[config.mk]
export PLATFORM = sky130hd
export DESIGN_NAME = multicycle_divider
export DESIGN_NICKNAME = d
export VERILOG_FILES = /design/src/rtl/multicycle_divider_pkg.sv /design/src/rtl/multicycle_divider_div_step.sv /design/src/rtl/multicycle_divider.sv
export SDC_FILE = /design/constraint.sdc
export NUM_CORES = 1
export LEC_CHECK = 0
export BUFFER_PORTS_ARGS = -buffer_cell sky130_fd_sc_hd__buf_4
export CORE_MARGIN = 1
export CORE_UTILIZATION = 66
export CTS_BUF_LIST = sky130_fd_sc_hd__clkbuf_16
export DETAILED_ROUTE_END_ITERATION = 7
export HOLD_SLACK_MARGIN = 0.08
export PLACE_DENSITY = 0.91
export SLEW_MARGIN = 20
export SYNTH_ARGS = -nofsm -noshare
export SYNTH_HDL_FRONTEND = slang
export SYNTH_SLANG_ARGS = --single-unit
[constraint.sdc]
create_clock -name clk -period 7.85 [get_ports clk]
set_clock_uncertainty 0.2 [all_clocks]
set_input_delay 1.57 -clock clk [delete_from_list [all_inputs] [get_ports clk]]
set_output_delay 1.57 -clock clk [all_outputs]
set_load 0.05 [all_outputs]
[src/rtl/multicycle_divider_pkg.sv]
// ---------------------------------------------------------------------------
// multicycle_divider_pkg
//   Shared definitions for the RV32M iterative divider: operand width,
//   iteration-counter width, M-extension decode constants, divide op codes
//   (funct3[1:0]) and the divider FSM state encoding.
// ---------------------------------------------------------------------------
package multicycle_divider_pkg;

  localparam int DIV_XLEN = 32;
  localparam int DIV_CNTW = $clog2(DIV_XLEN) + 1;

  localparam logic [6:0] OPC_OP    = 7'b0110011;
  localparam logic [6:0] F7_MULDIV = 7'b0000001;

  // funct3[1:0] of the M-extension divide group
  typedef enum logic [1:0] {
    OP_DIV  = 2'b00,
    OP_DIVU = 2'b01,
    OP_REM  = 2'b10,
    OP_REMU = 2'b11
  } div_op_e;

  typedef enum logic [1:0] {
    ST_IDLE = 2'b00,
    ST_BUSY = 2'b01,
    ST_DONE = 2'b10
  } div_state_e;

  // Decode helper for the stage that generates div_valid.
  function automatic logic is_div_instr(input logic [6:0] opcode,
                                        input logic [6:0] funct7,
                                        input logic [2:0] funct3);
    return (opcode == OPC_OP) && (funct7 == F7_MULDIV) && funct3[2];
  endfunction

  // DIV and REM are the signed flavours (funct3[0] == 0).
  function automatic logic op_is_signed(input div_op_e op);
    return ~op[0];
  endfunction

  function automatic logic op_is_rem(input div_op_e op);
    return op[1];
  endfunction

endpackage

[src/rtl/multicycle_divider_div_step.sv]
// ---------------------------------------------------------------------------
// multicycle_divider_div_step
//   One combinational radix-2 restoring division iteration on magnitudes.
//   The dividend is shifted out of the top of q while quotient bits are
//   shifted into its bottom, so q ends up holding the quotient.
// Ports
//   rem      in  XLEN  partial remainder (always < divisor)
//   q        in  XLEN  remaining dividend bits / quotient so far
//   divisor  in  XLEN  divisor magnitude
//   rem_next out XLEN  partial remainder after this step
//   q_next   out XLEN  q shifted left with the new quotient bit
// ---------------------------------------------------------------------------
module multicycle_divider_div_step #(
  parameter int XLEN = 32
) (
  input  logic [XLEN-1:0] rem,
  input  logic [XLEN-1:0] q,
  input  logic [XLEN-1:0] divisor,
  output logic [XLEN-1:0] rem_next,
  output logic [XLEN-1:0] q_next
);

  // One extra bit so the trial subtract's sign is visible; the shifted
  // remainder can reach 2*divisor-1, which needs XLEN+1 bits.
  logic [XLEN:0] shifted;
  logic [XLEN:0] trial;

  // NOTE: every output of a combinational block gets a value on every path;
  // a path that leaves one unassigned makes synthesis infer a latch.
  always_comb begin
    shifted = {rem, q[XLEN-1]};
    trial   = shifted - {1'b0, divisor};
    if (!trial[XLEN]) begin
      rem_next = trial[XLEN-1:0];
      q_next   = {q[XLEN-2:0], 1'b1};
    end else begin
      rem_next = shifted[XLEN-1:0];
      q_next   = {q[XLEN-2:0], 1'b0};
    end
  end

endmodule

[src/rtl/multicycle_divider.sv]
// ---------------------------------------------------------------------------
// multicycle_divider
//   Iterative radix-2 restoring divider for RV32M DIV/DIVU/REM/REMU, sitting
//   in EX beside the ALU. Stalls F/D/E while an operation is in flight and
//   presents the sign-corrected result in the cycle the stall releases.
// Ports
//   clk          in   1     clock, rising edge
//   rst          in   1     asynchronous active-high reset
//   div_valid    in   1     EX holds a valid M-ext divide instruction
//   div_op       in   2     funct3[1:0]: DIV, DIVU, REM, REMU
//   flush        in   1     EX instruction killed; aborts the operation
//   hold         in   1     memory stall; pipeline frozen, result persists
//   src_a        in   XLEN  dividend
//   src_b        in   XLEN  divisor
//   div_stalled  out  1     stall request to the hazard unit
//   result       out  XLEN  quotient or remainder, sign-corrected
//   result_valid out  1     result is final this cycle
// ---------------------------------------------------------------------------
module multicycle_divider
  import multicycle_divider_pkg::*;
#(
  parameter int XLEN = DIV_XLEN,
  parameter int CNTW = DIV_CNTW
) (
  input  logic            clk,
  input  logic            rst,
  input  logic            div_valid,
  input  logic [1:0]      div_op,
  input  logic            flush,
  input  logic            hold,
  input  logic [XLEN-1:0] src_a,
  input  logic [XLEN-1:0] src_b,
  output logic            div_stalled,
  output logic [XLEN-1:0] result,
  output logic            result_valid
);

  localparam logic [XLEN-1:0] MIN_NEG = {1'b1, {(XLEN-1){1'b0}}};

  div_state_e      state, state_next;
  logic [CNTW-1:0] cnt;
  logic [XLEN-1:0] quo;      // dividend on entry, quotient on exit
  logic [XLEN-1:0] rem;
  logic [XLEN-1:0] dvs;
  div_op_e         op;
  logic            sign_a;
  logic            sign_b;

  // Operand preparation, only consumed on the accepting IDLE edge.
  div_op_e         op_in;
  logic            a_neg, b_neg;
  logic [XLEN-1:0] a_mag, b_mag;
  logic            div_zero, overflow, start;

  logic [XLEN-1:0] rem_step, quo_step;
  logic [XLEN-1:0] quo_fix, rem_fix;

  always_comb begin
    op_in    = div_op_e'(div_op);
    a_neg    = op_is_signed(op_in) & src_a[XLEN-1];
    b_neg    = op_is_signed(op_in) & src_b[XLEN-1];
    a_mag    = a_neg ? -src_a : src_a;
    b_mag    = b_neg ? -src_b : src_b;
    div_zero = (src_b == '0);
    overflow = op_is_signed(op_in) && (src_a == MIN_NEG) && (src_b == '1);
    start    = div_valid & ~flush & ~hold;
  end

  multicycle_divider_div_step #(.XLEN(XLEN)) u_step (
    .rem      (rem),
    .q        (quo),
    .divisor  (dvs),
    .rem_next (rem_step),
    .q_next   (quo_step)
  );

  // NOTE: registers are updated with non-blocking assignments so every
  // flop samples the pre-edge values, independent of statement order.
  always_ff @(posedge clk or posedge rst) begin
    if (rst) state <= ST_IDLE;
    else     state <= state_next;
  end

  always_comb begin
    state_next   = state;
    div_stalled  = 1'b0;
    result_valid = 1'b0;
    case (state)
      ST_IDLE: begin
        // Stall in the very cycle the divide shows up in EX.
        div_stalled = div_valid & ~flush;
        if (start) state_next = (div_zero | overflow) ? ST_DONE : ST_BUSY;
      end
      ST_BUSY: begin
        div_stalled = ~flush;
        if (flush)                   state_next = ST_IDLE;
        else if (cnt == CNTW'(1))    state_next = ST_DONE;
      end
      ST_DONE: begin
        result_valid = ~flush;
        if (flush || !hold) state_next = ST_IDLE;
      end
      default: state_next = ST_IDLE;
    endcase
  end

  // Datapath. Special cases preload the final quotient/remainder with the
  // sign flags cleared, so DONE needs no separate special-result path.
  // NOTE: every datapath register is reset, not just the FSM, so a reset
  // in any state leaves result reading zero and no stale operands behind.
  always_ff @(posedge clk or posedge rst) begin
    if (rst) begin
      cnt    <= '0;
      quo    <= '0;
      rem    <= '0;
      dvs    <= '0;
      op     <= OP_DIV;
      sign_a <= 1'b0;
      sign_b <= 1'b0;
    end else begin
      case (state)
        ST_IDLE: begin
          if (start) begin
            op <= op_in;
            if (div_zero) begin
              quo    <= '1;
              rem    <= src_a;
              dvs    <= '0;
              cnt    <= '0;
              sign_a <= 1'b0;
              sign_b <= 1'b0;
            end else if (overflow) begin
              quo    <= MIN_NEG;
              rem    <= '0;
              dvs    <= '0;
              cnt    <= '0;
              sign_a <= 1'b0;
              sign_b <= 1'b0;
            end else begin
              quo    <= a_mag;
              rem    <= '0;
              dvs    <= b_mag;
              cnt    <= CNTW'(XLEN);
              sign_a <= a_neg;
              sign_b <= b_neg;
            end
          end
        end
        ST_BUSY: begin
          quo <= quo_step;
          rem <= rem_step;
          cnt <= cnt - CNTW'(1);
        end
        default: ;
      endcase
    end
  end

  // Quotient is negative when operand signs differ; the remainder takes
  // the dividend's sign (truncating division).
  always_comb begin
    quo_fix = (sign_a ^ sign_b) ? -quo : quo;
    rem_fix = sign_a ? -rem : rem;
    result  = '0;
    if (state == ST_DONE) result = op_is_rem(op) ? rem_fix : quo_fix;
  end

endmodule
==> metrics.log, run 1 <==
[metrics] path type of the worst min-delay path: reg2reg
[metrics] placed insts: 1541
[metrics] vias after detailed routing: 10200
[metrics] run status: finished, final reports clean
[metrics] post-synthesis instance total: around 1300
[metrics] GRT overflow: 0
[metrics] nature of the critical path startpoint: flop
[metrics] maximum number of pins on one net before global-route repair: 82
[metrics] launch instance of the worst register-to-register path: quo[31]
[metrics] capture instance of the worst register-to-register path: rem[1]
[metrics] sort of element at the end of the critical path: output pin
[metrics] antenna violation net count after detailed routing: 0
[metrics] sink count of the clock tree: 107
[metrics] number of flip-flops and latches in the synthesized netlist: about 110
[metrics] vias in the first global route: 9305
[metrics] static leakage: 4.53 nW
[metrics] H-tree depth: 3
[metrics] yosys warns: 0
[metrics] port buffer count: around 100
[metrics] top library cells by usage in the layout, fill and taps aside: 160 x nand2_1, 140 x nor2_1, 117 x buf_4, 112 x o21ai_0, 105 x dfrtp_1
[metrics] minimum hold slack: 0.282 ns
[metrics] clock slew at the register clock pins of the worst setup and hold paths: 0.07 ns
[metrics] type of the setup path with the least slack: reg2out
[metrics] Worst R2R Setup Slack: 3.09 ns
[metrics] largest area contributor in the netlist: dfrtp_1
[metrics] nets@finish: 1479
[metrics] Least-Margin Pin Slew: approximately 1.1 ns
[metrics] iteration count of the initial detailed-routing pass: 5
[metrics] Reg2Reg Depth: 12
[metrics] total wirelength of the detailed-routed design: 28500 um
[metrics] detail-routed via count per cell: 6.58
[metrics] Detailed Place HPWL: about 21000 um
[metrics] width of the die: 125 um
[metrics] routed length per placed instance: 18.3 um
[metrics] Post CTS Setup Buffer Count: 0
[metrics] initial antenna violation count: 0
[metrics] Switching Fraction: 54.4%
[metrics] worst setup path endpoint: result[28]
[metrics] proportion of layout cells with a drive suffix above 1: 11.7%
[metrics] clock insertion delay at the later pin of the skew report: 0.37 ns
[metrics] Power, Total: 5.24 mW
[metrics] area of the mapped netlist: 9920 sq um
[metrics] top flip-flop cell by instance count after synthesis: dfrtp_1
[metrics] cts repair resizes: 0
[metrics] GRT Overall Usage: 36.9%
[metrics] number of failing setup endpoints in the final timing report: 0
[metrics] Max Fanout on Critical Path: 6
[metrics] internal power contribution: ~2.4 mW
[metrics] number of different library cells in the post-synthesis netlist: 59
[metrics] RSZ-0062 raised after global routing: no
[metrics] buffer depth of the longest clock path: 2
[metrics] pwr/cell area: 475 nW/um^2
[metrics] launch point of the worst path: rem[9]
[metrics] max-cap violation count: 0
[metrics] floorplan row count: 44
[metrics] area fraction of the dominant cell type after synthesis: 27.0%
[metrics] diode count: 0
[metrics] Boundary Pins: 105
[metrics] minimum clock period after layout: 5.38 ns
[metrics] max-slew violation count: 0
[metrics] Tcrit/Tclk final: just under 70%
[metrics] crit path DAT: 3.61 ns
[metrics] combinational share of power: 67.7%
[metrics] first-iteration detailed-routing DRC count: 1236
[metrics] count of unresolved DRC violations after routing: 0
[metrics] height of the chip: 125 um
[metrics] Hold-fix buffers, CTS: 0
[metrics] Worst slew margin: 25.2%
[metrics] Initial Utilization: roughly two thirds
[metrics] CORE AREA: 14600 sq um
[metrics] sequential-to-total area share from yosys stat: 27.0%
[metrics] CTS Buf Count: 9
[metrics] non-filler cells in the finished layout: 1557
[metrics] Req. time, crit path: 6.08 ns
[metrics] Post-Synthesis Net Count: 1432
[metrics] fraction of registers with async set or reset after synthesis: 100%
[metrics] routability-driven placement congestion ratio: 0.920
[metrics] switching power of the nets: ~2.9 mW
[metrics] Syn Area/Cell: approximately 7.5 sq um
[metrics] share of power burned in registers: between 20% and 30%
[metrics] layout overhead on the synthesized area: 11.3%
[metrics] wire length of the first global-routing pass: 46600 um
[metrics] TritonCTS clock tree: done
[metrics] setup ws final: approximately 2.5 ns
[metrics] sum of negative setup slack: 0 ns
[metrics] Clock Power Share: 8.6%
[metrics] commonest non-fill, non-tap cell in the layout: nand2_1
[metrics] most area-consuming cells after synthesis: dfrtp_1 27%, xnor2_1 6.8%, xor2_1 6.4%, nand2_1 6.1%, o21ai_0 5.7%
[metrics] die outline area: 15500 sq um
[metrics] root buffer cell: clkbuf_16
[metrics] hold violation total from the final report: 0
[metrics] maximum vdd drop: 199 uV
[metrics] Post-synth EDFFs: 0
[metrics] post-placement worst setup slack: about 2.8 ns
[metrics] FMAX: ~0.19 GHz
## power groups by stage
| stage | sequential (mW) | combinational (mW) | clock [mW] |
|---|---|---|---|
| 6_report | 1.24 | 3.55 | 0.451 |
| 5_1_grt | 1.28 | 3.90 | 0.469 |
| 4_1_cts | 1.22 | 3.50 | 0.447 |
| 3_5_place_dp | 1.23 | 3.46 | 0 |
| 3_3_place_gp | 1.21 | 3.38 | 0 |
| 2_1_floorplan | 1.05 | 2.81 | 0 |
## registers in the layout, indices dropped and copies added, names as in the netlist
register / flops
rem: 32
quo: 32
dvs: 32
sign_a: 1
state: 2
sign_b: 1
op: 1
cnt: 6
## per-layer routing
layer	vias up	global-route usage [%]	share of wire (%)
met5	-	0	0
met3	70	5.50	9.1
li1	4839	-	-
met4	0	13.0	2.7
met2	600	57.7	45
met1	4736	51.8	43
## how the worst min path moves through the flow
stage                   end  startpoint  depth (start not counted)
finish              dvs[19]     dvs[19]                          2
global route        dvs[17]     dvs[17]                          2
CTS                 dvs[19]     dvs[19]                          2
detailed placement  dvs[19]     dvs[19]                          2
global placement    dvs[25]     dvs[25]                          2
floorplan           dvs[10]     dvs[10]                          2
## metrics by stage
| step | utilization (%) | area [sq um] |
|---|---|---|
| 6_report | 75.7 | 11000 |
| 4_1_cts | 75.6 | 11000 |
| 3_5_place_dp | 73.6 | 10700 |
| 5_1_grt | 75.7 | 11000 |
| 3_3_place_gp | 73.6 | 10700 |
| 2_1_floorplan | - | 9920 |
## cells in the mapped netlist, drive strengths merged, types with 3 or more instances
cell type	count
o221ai	13
buf	11
and2	7
inv	54
or4	17
nand4	13
a221oi	3
a41oi	3
ha	39
nor2b	7
or3	13
a21boi	3
dfrtp	107
xor2	73
a21o	8
o211ai	22
a31oi	11
and3	6
mux2i	16
nor2	141
o41ai	13
nand3	18
o21a	10
xnor2	77
o22ai	13
nor3	30
or2	4
nand2b	18
a311o	13
a211oi	25
o31ai	28
o21ai	115
clkbuf	70
nand2	162
nor4	32
a21oi	105
## final cells by class
type	count	area (sq um)
Clock buffer	9	225
Clock inverter	7	61.3
Fill cell	1147	3550
Inverter	54	205
Multi-Input combinational cell	1079	6760
Sequential cell	107	2680
Tap cell	184	230
Timing Repair Buffer	117	878
## worst max-delay path, stage by stage (launching register included)
cell	delay (ns)
dfrtp_1	0.44
or3_1	0.41
or3_4	0.37
or4_4	0.56
or4_4	0.54
nand2b_4	0.17
o21ai_1	0.19
xor2_1	0.09
a211oi_1	0.23
buf_4	0.24
## kinds of logic (layout without fill, tap and decap cells)
logic type	Yosys count	count (layout)	synth area share, %
xor gates and xnor gates	150	150	13.2
and+or+nand+nor	476	476	22.5
DFF	107	107	27.0
adders and majority gates	40	40	5.12
muxes	16	16	1.61
buffers and inverters	135	187	5.17
AOI/OAI and AO/OA	397	397	25.3
Power figures use the tool's default switching activity.
==> inputs of run 2 (changes only) <==
--- a/config.mk
+++ b/config.mk
@@ -7,11 +7,11 @@
 export LEC_CHECK = 0
 export BUFFER_PORTS_ARGS = -buffer_cell sky130_fd_sc_hd__buf_4
 export CORE_MARGIN = 1
-export CORE_UTILIZATION = 66
+export CORE_UTILIZATION = 55
 export CTS_BUF_LIST = sky130_fd_sc_hd__clkbuf_16
 export DETAILED_ROUTE_END_ITERATION = 7
 export HOLD_SLACK_MARGIN = 0.08
-export PLACE_DENSITY = 0.91
+export PLACE_DENSITY = 0.81
 export SLEW_MARGIN = 20
 export SYNTH_ARGS = -nofsm -noshare
 export SYNTH_HDL_FRONTEND = slang
==> constraint.sdc (replaced) <==
create_clock -name clk -period 4.9 [get_ports clk]
set_clock_uncertainty 0.2 [all_clocks]
set_input_delay 0.98 -clock clk [delete_from_list [all_inputs] [get_ports clk]]
set_output_delay 0.98 -clock clk [all_outputs]
set_load 0.05 [all_outputs]
==> run 2 against run 1 <==
Utilization decreased by 12 points. Power increased by 65%. Sequential power increased by 61%. Global-route usage decreased by 2.2 points. Critical path depth unchanged. Cell count increased by 3.3%. Via count increased by 1.3%. First-iteration DRC count decreased by 7.8%. Setup slack got worse by 2.3 ns. Wire length increased by 9.4%. Highest routed layer unchanged. Non-clock buffer count increased by 11. Hold slack got worse by 0.0019 ns.
==> metrics.log, run 2 (synthesis gave the netlist of run 1 again) <==
[metrics] nature of the critical path startpoint: flop
[metrics] static leakage: 4.60 nW (+1.4%)
[metrics] nets@finish: 1490 (+0.74%)
[metrics] Worst R2R Setup Slack: 0.82 ns (-2.27 ns)
[metrics] port buffer count: 104 (unchanged)
[metrics] instance count on the critical path: 9 (unchanged)
[metrics] sum of negative setup slack: 0 ns (unchanged)
[metrics] switching power of the nets: 4.73 mW (+66%)
[metrics] vias after detailed routing: 10400 (+1.3%)
[metrics] start point of the worst hold path: dvs[23]
[metrics] share of power burned in registers: 23.1% (-0.6 points)
[metrics] cts repair resizes: 0 (unchanged)
[metrics] critical path, cell by cell: or3_1, or3_4, or4_4, or4_4, nand2b_4, o21ai_1, xor2_1, a211oi_2, buf_4
[metrics] routability-driven placement congestion ratio: 0.998 (+8.4%)
[metrics] Initial Utilization: 56.7% (-11 points)
[metrics] CTS Buf Count: 9 (unchanged)
[metrics] Most Frequent Cell on Critical Path: or4_4
[metrics] combinational share of power: 68.7% (+1.0 points)
[metrics] vias in the first global route: 9668 (+3.9%)
[metrics] Post CTS Setup Buffer Count: 0 (unchanged)
[metrics] TritonCTS clock tree: done
[metrics] H-tree depth: 3 (unchanged)
[metrics] slowest cell on the critical path: or4_4
[metrics] Clock Power Share: 8.2% (-0.4 points)
[metrics] top library cells by usage in the layout, fill and taps aside: 161 x nand2_1, 139 x nor2_1, 126 x buf_4, 112 x o21ai_0, 106 x dfrtp_1
[metrics] width of the die: 136 um (+9.4%)
[metrics] launch point of the worst path: rem[9]
[metrics] critical path's top delay family: simple AND/OR/NAND/NOR gates
[metrics] post-placement worst setup slack: 0.546 ns (-2.22 ns)
[metrics] number of failing setup endpoints in the final timing report: 0 (unchanged)
[metrics] GRT overflow: 0 (unchanged)
[metrics] floorplan row count: 48 (+9.1%)
[metrics] count of unresolved DRC violations after routing: 0 (unchanged)
[metrics] sort of element at the end of the critical path: output pin
[metrics] layout overhead on the synthesized area: 12.8%
[metrics] minimum clock period after layout: 4.77 ns
[metrics] Worst slew margin: 30.4% (+5.3 points)
[metrics] maximum number of pins on one net before global-route repair: 78 (-4.9%)
[metrics] internal power contribution: 3.92 mW (+64%)
[metrics] FMAX: 0.210 GHz
[metrics] Detailed Place HPWL: 23600 um (+12%)
[metrics] Tcrit/Tclk final: 97.3%
[metrics] Reg2Reg Depth: 12 (unchanged)
[metrics] diode count: 0 (unchanged)
[metrics] initial antenna violation count: 0 (unchanged)
[metrics] run status: finished, final reports clean
[metrics] Power, Total: 8.65 mW (+65%)
[metrics] crit path DAT: 3.59 ns (-0.02 ns)
[metrics] commonest non-fill, non-tap cell in the layout: nand2_1
[metrics] type of the setup path with the least slack: reg2out
[metrics] max-slew violation count: 0 (unchanged)
[metrics] max-cap violation count: 0 (unchanged)
[metrics] GRT Overall Usage: 34.6% (-2.2 points)
[metrics] buffer depth of the longest clock path: 2 (unchanged)
[metrics] launch instance of the worst register-to-register path: dvs[0]
[metrics] routed length per placed instance: 19.4 um (+5.9%)
[metrics] clock slew at the register clock pins of the worst setup and hold paths: 0.08 ns (about the same)
[metrics] registers with the most flip-flops: dvs (32), quo (32), rem (32)
[metrics] maximum vdd drop: 439 uV (+120%)
[metrics] Least-Margin Pin Slew: 1.04 ns (-0.0788 ns)
[metrics] hold violation total from the final report: 0 (unchanged)
[metrics] Boundary Pins: 105 (unchanged)
[metrics] setup ws final: 0.133 ns (-2.33 ns)
[metrics] proportion of layout cells with a drive suffix above 1: 12.1% (+0.49 points)
[metrics] worst path bufs/invs: 1 (unchanged)
[metrics] iteration count of the initial detailed-routing pass: 6 (+1)
[metrics] Switching Fraction: 54.7% (+0.23 points)
[metrics] sink count of the clock tree: 107 (unchanged)
[metrics] fill cell total of the finished layout: 1553 (+35%)
[metrics] Hold-fix buffers, CTS: 0 (unchanged)
[metrics] total wirelength of the detailed-routed design: 31100 um (+9.4%)
[metrics] multi-input combinational cell area: 6760 sq um (about the same)
[metrics] root buffer cell: clkbuf_16
[metrics] wire length of the first global-routing pass: 49800 um (+6.8%)
[metrics] capture instance of the worst register-to-register path: rem[10]
[metrics] worst setup path endpoint: result[28]
[metrics] Req. time, crit path: 3.72 ns (-2.36 ns)
[metrics] height of the chip: 136 um (+9.4%)
[metrics] clock insertion delay at the later pin of the skew report: 0.36 ns (about the same)
[metrics] first-iteration detailed-routing DRC count: 1140 (-7.8%)
[metrics] CORE AREA: 17500 sq um (+20%)
[metrics] Max Fanout on Critical Path: 6 (unchanged)
[metrics] detail-routed via count per cell: 6.45 (-2.0%)
[metrics] die outline area: 18600 sq um (+20%)
[metrics] antenna violation net count after detailed routing: 0 (unchanged)
[metrics] Register Area: 2680 sq um (about the same)
[metrics] RSZ-0062 raised after global routing: no
[metrics] Largest stage delay, worst path: 0.58 ns (+0.02 ns)
[metrics] pwr/cell area: 773 nW/um^2 (+63%)
[metrics] path type of the worst min-delay path: reg2reg
run 2: changes by cell type in the layout (fill, tap and decap cells not counted), moves of 2 or more:
cell,change
buf_4,+9
clkinv_1,+2
buf_12,+2
clkinv_4,+2
clkinvlp_4,-2
run 2: cell type report:
class | instances | share of cell area, %
flip-flops and latches | 107 | 23.9
repair buffers | 128 | 8.81
inverters | 54 | 1.83
multi-input cells | 1079 | 60.4
clock inverters | 7 | 0.447
clock buffers | 9 | 2.01
well taps | 225 | 2.52
run 2: worst min path at each step:
| stage | end | slack [ns] | cells past startpoint |
|---|---|---|---|
| after global placement | dvs[13] | 0.26 | 2 |
| final | dvs[23] | 0.28 | 2 |
| after CTS | dvs[21] | 0.29 | 2 |
| after global routing | dvs[19] | 0.31 | 2 |
| after detailed placement | dvs[21] | 0.27 | 2 |
| after floorplan | dvs[10] | 0.25 | 2 |
run 2: power by group through the flow:
stage               Combinational (mW)  Sequential [mW]  Clock [mW]
floorplan                         4.51             1.67           0
global route                      6.49             2.06       0.747
finish                            5.94             2.00       0.707
global placement                  5.73             1.97           0
detailed placement                5.81             1.99           0
CTS                               5.85             1.97       0.712
run 2: routing by layer:
layer	global-route usage (%)	vias up	part of all wire, %
met2	55.8	574	46
met3	5.22	105	8.3
met4	14.6	0	4.0
met1	46.2	4844	42
met5	0	-	0
li1	-	4852	-
run 2: metrics by stage:
step	cell area (sq um)	cells	hold WS (ns)	utilization, %
after floorplan	9920	1321	0.250	-
after global placement	10900	1593	0.262	62.4
after detailed placement	10900	1593	0.270	62.4
after CTS	11200	1609	0.285	64.0
after global routing	11200	1609	0.307	64.0
final	11200	1609	0.280	64.0
run 2: worst register-to-register path: stages, from the launching register on:
cell and delay, ns:
dfrtp_1 0.42, ha_1 0.24, fa_1 0.39, nand2b_1 0.20, a21o_1 0.19, a31oi_1 0.28, o2111ai_1 0.19, o211a_1 0.22
o211ai_1 0.38, nand3_1 0.32, nand2_1 0.44, buf_12 0.22, o221ai_1 0.19
==> inputs of run 3 (changes only) <==
==> constraint.sdc (replaced) <==
create_clock -name clk -period 4.9 [get_ports clk]
set_clock_uncertainty 0.2 [all_clocks]
set_input_delay 0.735 -clock clk [delete_from_list [all_inputs] [get_ports clk]]
set_output_delay 0.735 -clock clk [all_outputs]
set_load 0.05 [all_outputs]
==> run 3 against run 2 <==
Sequential cell count did not move. Clock power rose by 3.7%. Via count rose by 0.19%. Combinational power rose by 0.7%. Clock-buffer cell count did not move. Critical path type unchanged. Wire length rose by 4.1%.
==> metrics.log, run 3 (synthesis gave the netlist of run 1 again) <==
[metrics] sort of element at the end of the critical path: output pin
[metrics] clock insertion delay at the later pin of the skew report: 0.36 ns (about the same)
[metrics] nets@finish: 1483 (-0.47%)
[metrics] Detailed Place HPWL: 24300 um (+3.1%)
[metrics] Post CTS Setup Buffer Count: 0 (unchanged)
[metrics] GRT Overall Usage: 35.6% (+0.97 points)
[metrics] switching power of the nets: 4.81 mW (+1.8%)
[metrics] share of power burned in registers: 23.3% (+0.2 points)
[metrics] pwr/cell area: 785 nW/um^2 (+1.6%)
[metrics] Req. time, crit path: 3.96 ns (+0.24 ns)
[metrics] height of the chip: 136 um (unchanged)
[metrics] TritonCTS clock tree: done
[metrics] vias in the first global route: 9327 (-3.5%)
[metrics] CTS Buf Count: 9 (unchanged)
[metrics] routed length per placed instance: 20.2 um (+4.6%)
[metrics] nature of the critical path startpoint: flop
[metrics] FMAX: 0.223 GHz (+6.1%)
[metrics] static leakage: 4.57 nW (-0.44%)
[metrics] detail-routed via count per cell: 6.49 (+0.63%)
[metrics] routability-driven placement congestion ratio: 0.996 (-0.16%)
[metrics] run status: finished, final reports clean
[metrics] width of the die: 136 um (unchanged)
[metrics] buffer depth of the longest clock path: 2 (unchanged)
[metrics] RSZ-0062 raised after global routing: no
[metrics] initial antenna violation count: 0 (unchanged)
[metrics] post-placement worst setup slack: 0.776 ns (+0.230 ns)
[metrics] Least-Margin Pin Slew: 1.07 ns (+0.0308 ns)
[metrics] GRT overflow: 0 (unchanged)
[metrics] commonest non-fill, non-tap cell in the layout: nand2_1
[metrics] first-iteration detailed-routing DRC count: 1024 (-10%)
[metrics] maximum vdd drop: 576 uV (+31%)
[metrics] sum of negative setup slack: 0 ns (unchanged)
[metrics] die outline area: 18600 sq um (unchanged)
[metrics] sink count of the clock tree: 107 (unchanged)
[metrics] proportion of layout cells with a drive suffix above 1: 11.5% (-0.59 points)
[metrics] path type of the worst min-delay path: reg2reg
[metrics] iteration count of the initial detailed-routing pass: 5 (-1)
[metrics] type of the setup path with the least slack: reg2out
[metrics] fill cell total of the finished layout: 1556 (+0.19%)
[metrics] antenna violation net count after detailed routing: 0 (unchanged)
[metrics] Reg2Reg Depth: 13 (+1)
[metrics] crit path DAT: 3.56 ns (-0.03 ns)
[metrics] floorplan row count: 48 (unchanged)
[metrics] registers with the most flip-flops: dvs (32), quo (32), rem (32)
[metrics] Worst slew margin: 28.2% (-2.2 points)
[metrics] hold violation total from the final report: 0 (unchanged)
[metrics] Max Fanout on Critical Path: 6 (unchanged)
[metrics] maximum number of pins on one net before global-route repair: 82 (+5.1%)
[metrics] root buffer cell: clkbuf_16
[metrics] Boundary Pins: 105 (unchanged)
[metrics] hold-critical path depth: 2 (unchanged)
[metrics] Switching Fraction: 55.0% (+0.37 points)
[metrics] Clock Power Share: 8.4% (+0.2 points)
[metrics] minimum clock period after layout: 4.49 ns (-0.274 ns)
[metrics] top library cells by usage in the layout, fill and taps aside: 160 x nand2_1, 139 x nor2_1, 119 x buf_4, 112 x o21ai_0, 106 x dfrtp_1
[metrics] count of unresolved DRC violations after routing: 0 (unchanged)
[metrics] clock slew at the register clock pins of the worst setup and hold paths: 0.07 ns (about the same)
[metrics] H-tree depth: 3 (unchanged)
[metrics] vias after detailed routing: 10400 (+0.19%)
[metrics] layout overhead on the synthesized area: 12.3%
[metrics] Tcrit/Tclk final: 91.7% (-5.6 points)
[metrics] internal power contribution: 3.93 mW (+0.30%)
[metrics] diode count: 0 (unchanged)
[metrics] max-cap violation count: 0 (unchanged)
[metrics] Initial Utilization: 56.7% (unchanged)
[metrics] setup ws final: 0.407 ns (+0.274 ns)
[metrics] Hold-fix buffers, CTS: 0 (unchanged)
[metrics] CORE AREA: 17500 sq um (unchanged)
[metrics] total wirelength of the detailed-routed design: 32400 um (+4.1%)
[metrics] wire length of the first global-routing pass: 50600 um (+1.5%)
[metrics] cts repair resizes: 0 (unchanged)
[metrics] port buffer count: 104 (unchanged)
[metrics] max-slew violation count: 0 (unchanged)
[metrics] number of failing setup endpoints in the final timing report: 0 (unchanged)
[metrics] combinational share of power: 68.3% (-0.4 points)
[metrics] minimum hold slack: 0.285 ns (+0.00564 ns)
run 3: area by class of cell:
| class | instances | area, sq um | area share, % |
|---|---|---|---|
| Tap cell | 225 | 282 | 2.53 |
| Sequential cell | 107 | 2680 | 24.0 |
| Timing Repair Buffer | 121 | 933 | 8.38 |
| Inverter | 54 | 208 | 1.86 |
| Clock inverter | 7 | 61.3 | 0.550 |
| Clock buffer | 9 | 225 | 2.02 |
| Multi-Input combinational cell | 1079 | 6750 | 60.6 |
run 3: metal layers:
layer  GRT usage [%]  share of wire, %  wire length, um  up-vias
met5               0                 0                0        -
met3            5.41                10             3400      117
met1            48.5                41            13200     4804
li1                -                 -                -     4848
met2            53.9                43            14000      626
met4            19.8               5.7             1840        0
run 3: worst paths after layout:
kind / startpoint / end / slack, ns
worst max register to register: quo[31] / rem[8] / 0.80
worst min-delay path: dvs[19] / dvs[19] / 0.29
min in group asynchronous: rst / rem[20] / 0.30
worst max-delay path: rem[9] / result[28] / 0.41
worst min register to register: dvs[19] / dvs[19] / 0.29
max in group asynchronous: rst / op[1] / 3.30
run 3: through the flow:
| step | utilization (%) | total power, mW | std cells | instance area [sq um] |
|---|---|---|---|---|
| floorplan | - | 6.17 | 1321 | 9920 |
| global placement | 62.1 | 7.75 | 1586 | 10800 |
| detailed placement | 62.1 | 7.83 | 1586 | 10800 |
| CTS | 63.7 | 8.59 | 1602 | 11100 |
| global route | 63.7 | 9.34 | 1602 | 11100 |
| finish | 63.7 | 8.75 | 1602 | 11100 |
run 3: critical path, cell delays in order (launching register included):
cell and delay (ns):
dfrtp_1 0.45, or3_1 0.41, or3_4 0.36, or4_4 0.54
or4_4 0.52, nand2b_4 0.17, o21ai_1 0.16, xor2_1 0.09
a211oi_1 0.26, buf_4 0.25
run 3: power groups by stage:
stage	combinational (mW)	clock [mW]	sequential (mW)
after global placement	5.76	0	1.98
after CTS	5.86	0.735	1.99
after global routing	6.49	0.771	2.08
after detailed placement	5.82	0	2.01
final	5.98	0.733	2.04
after floorplan	4.50	0	1.67
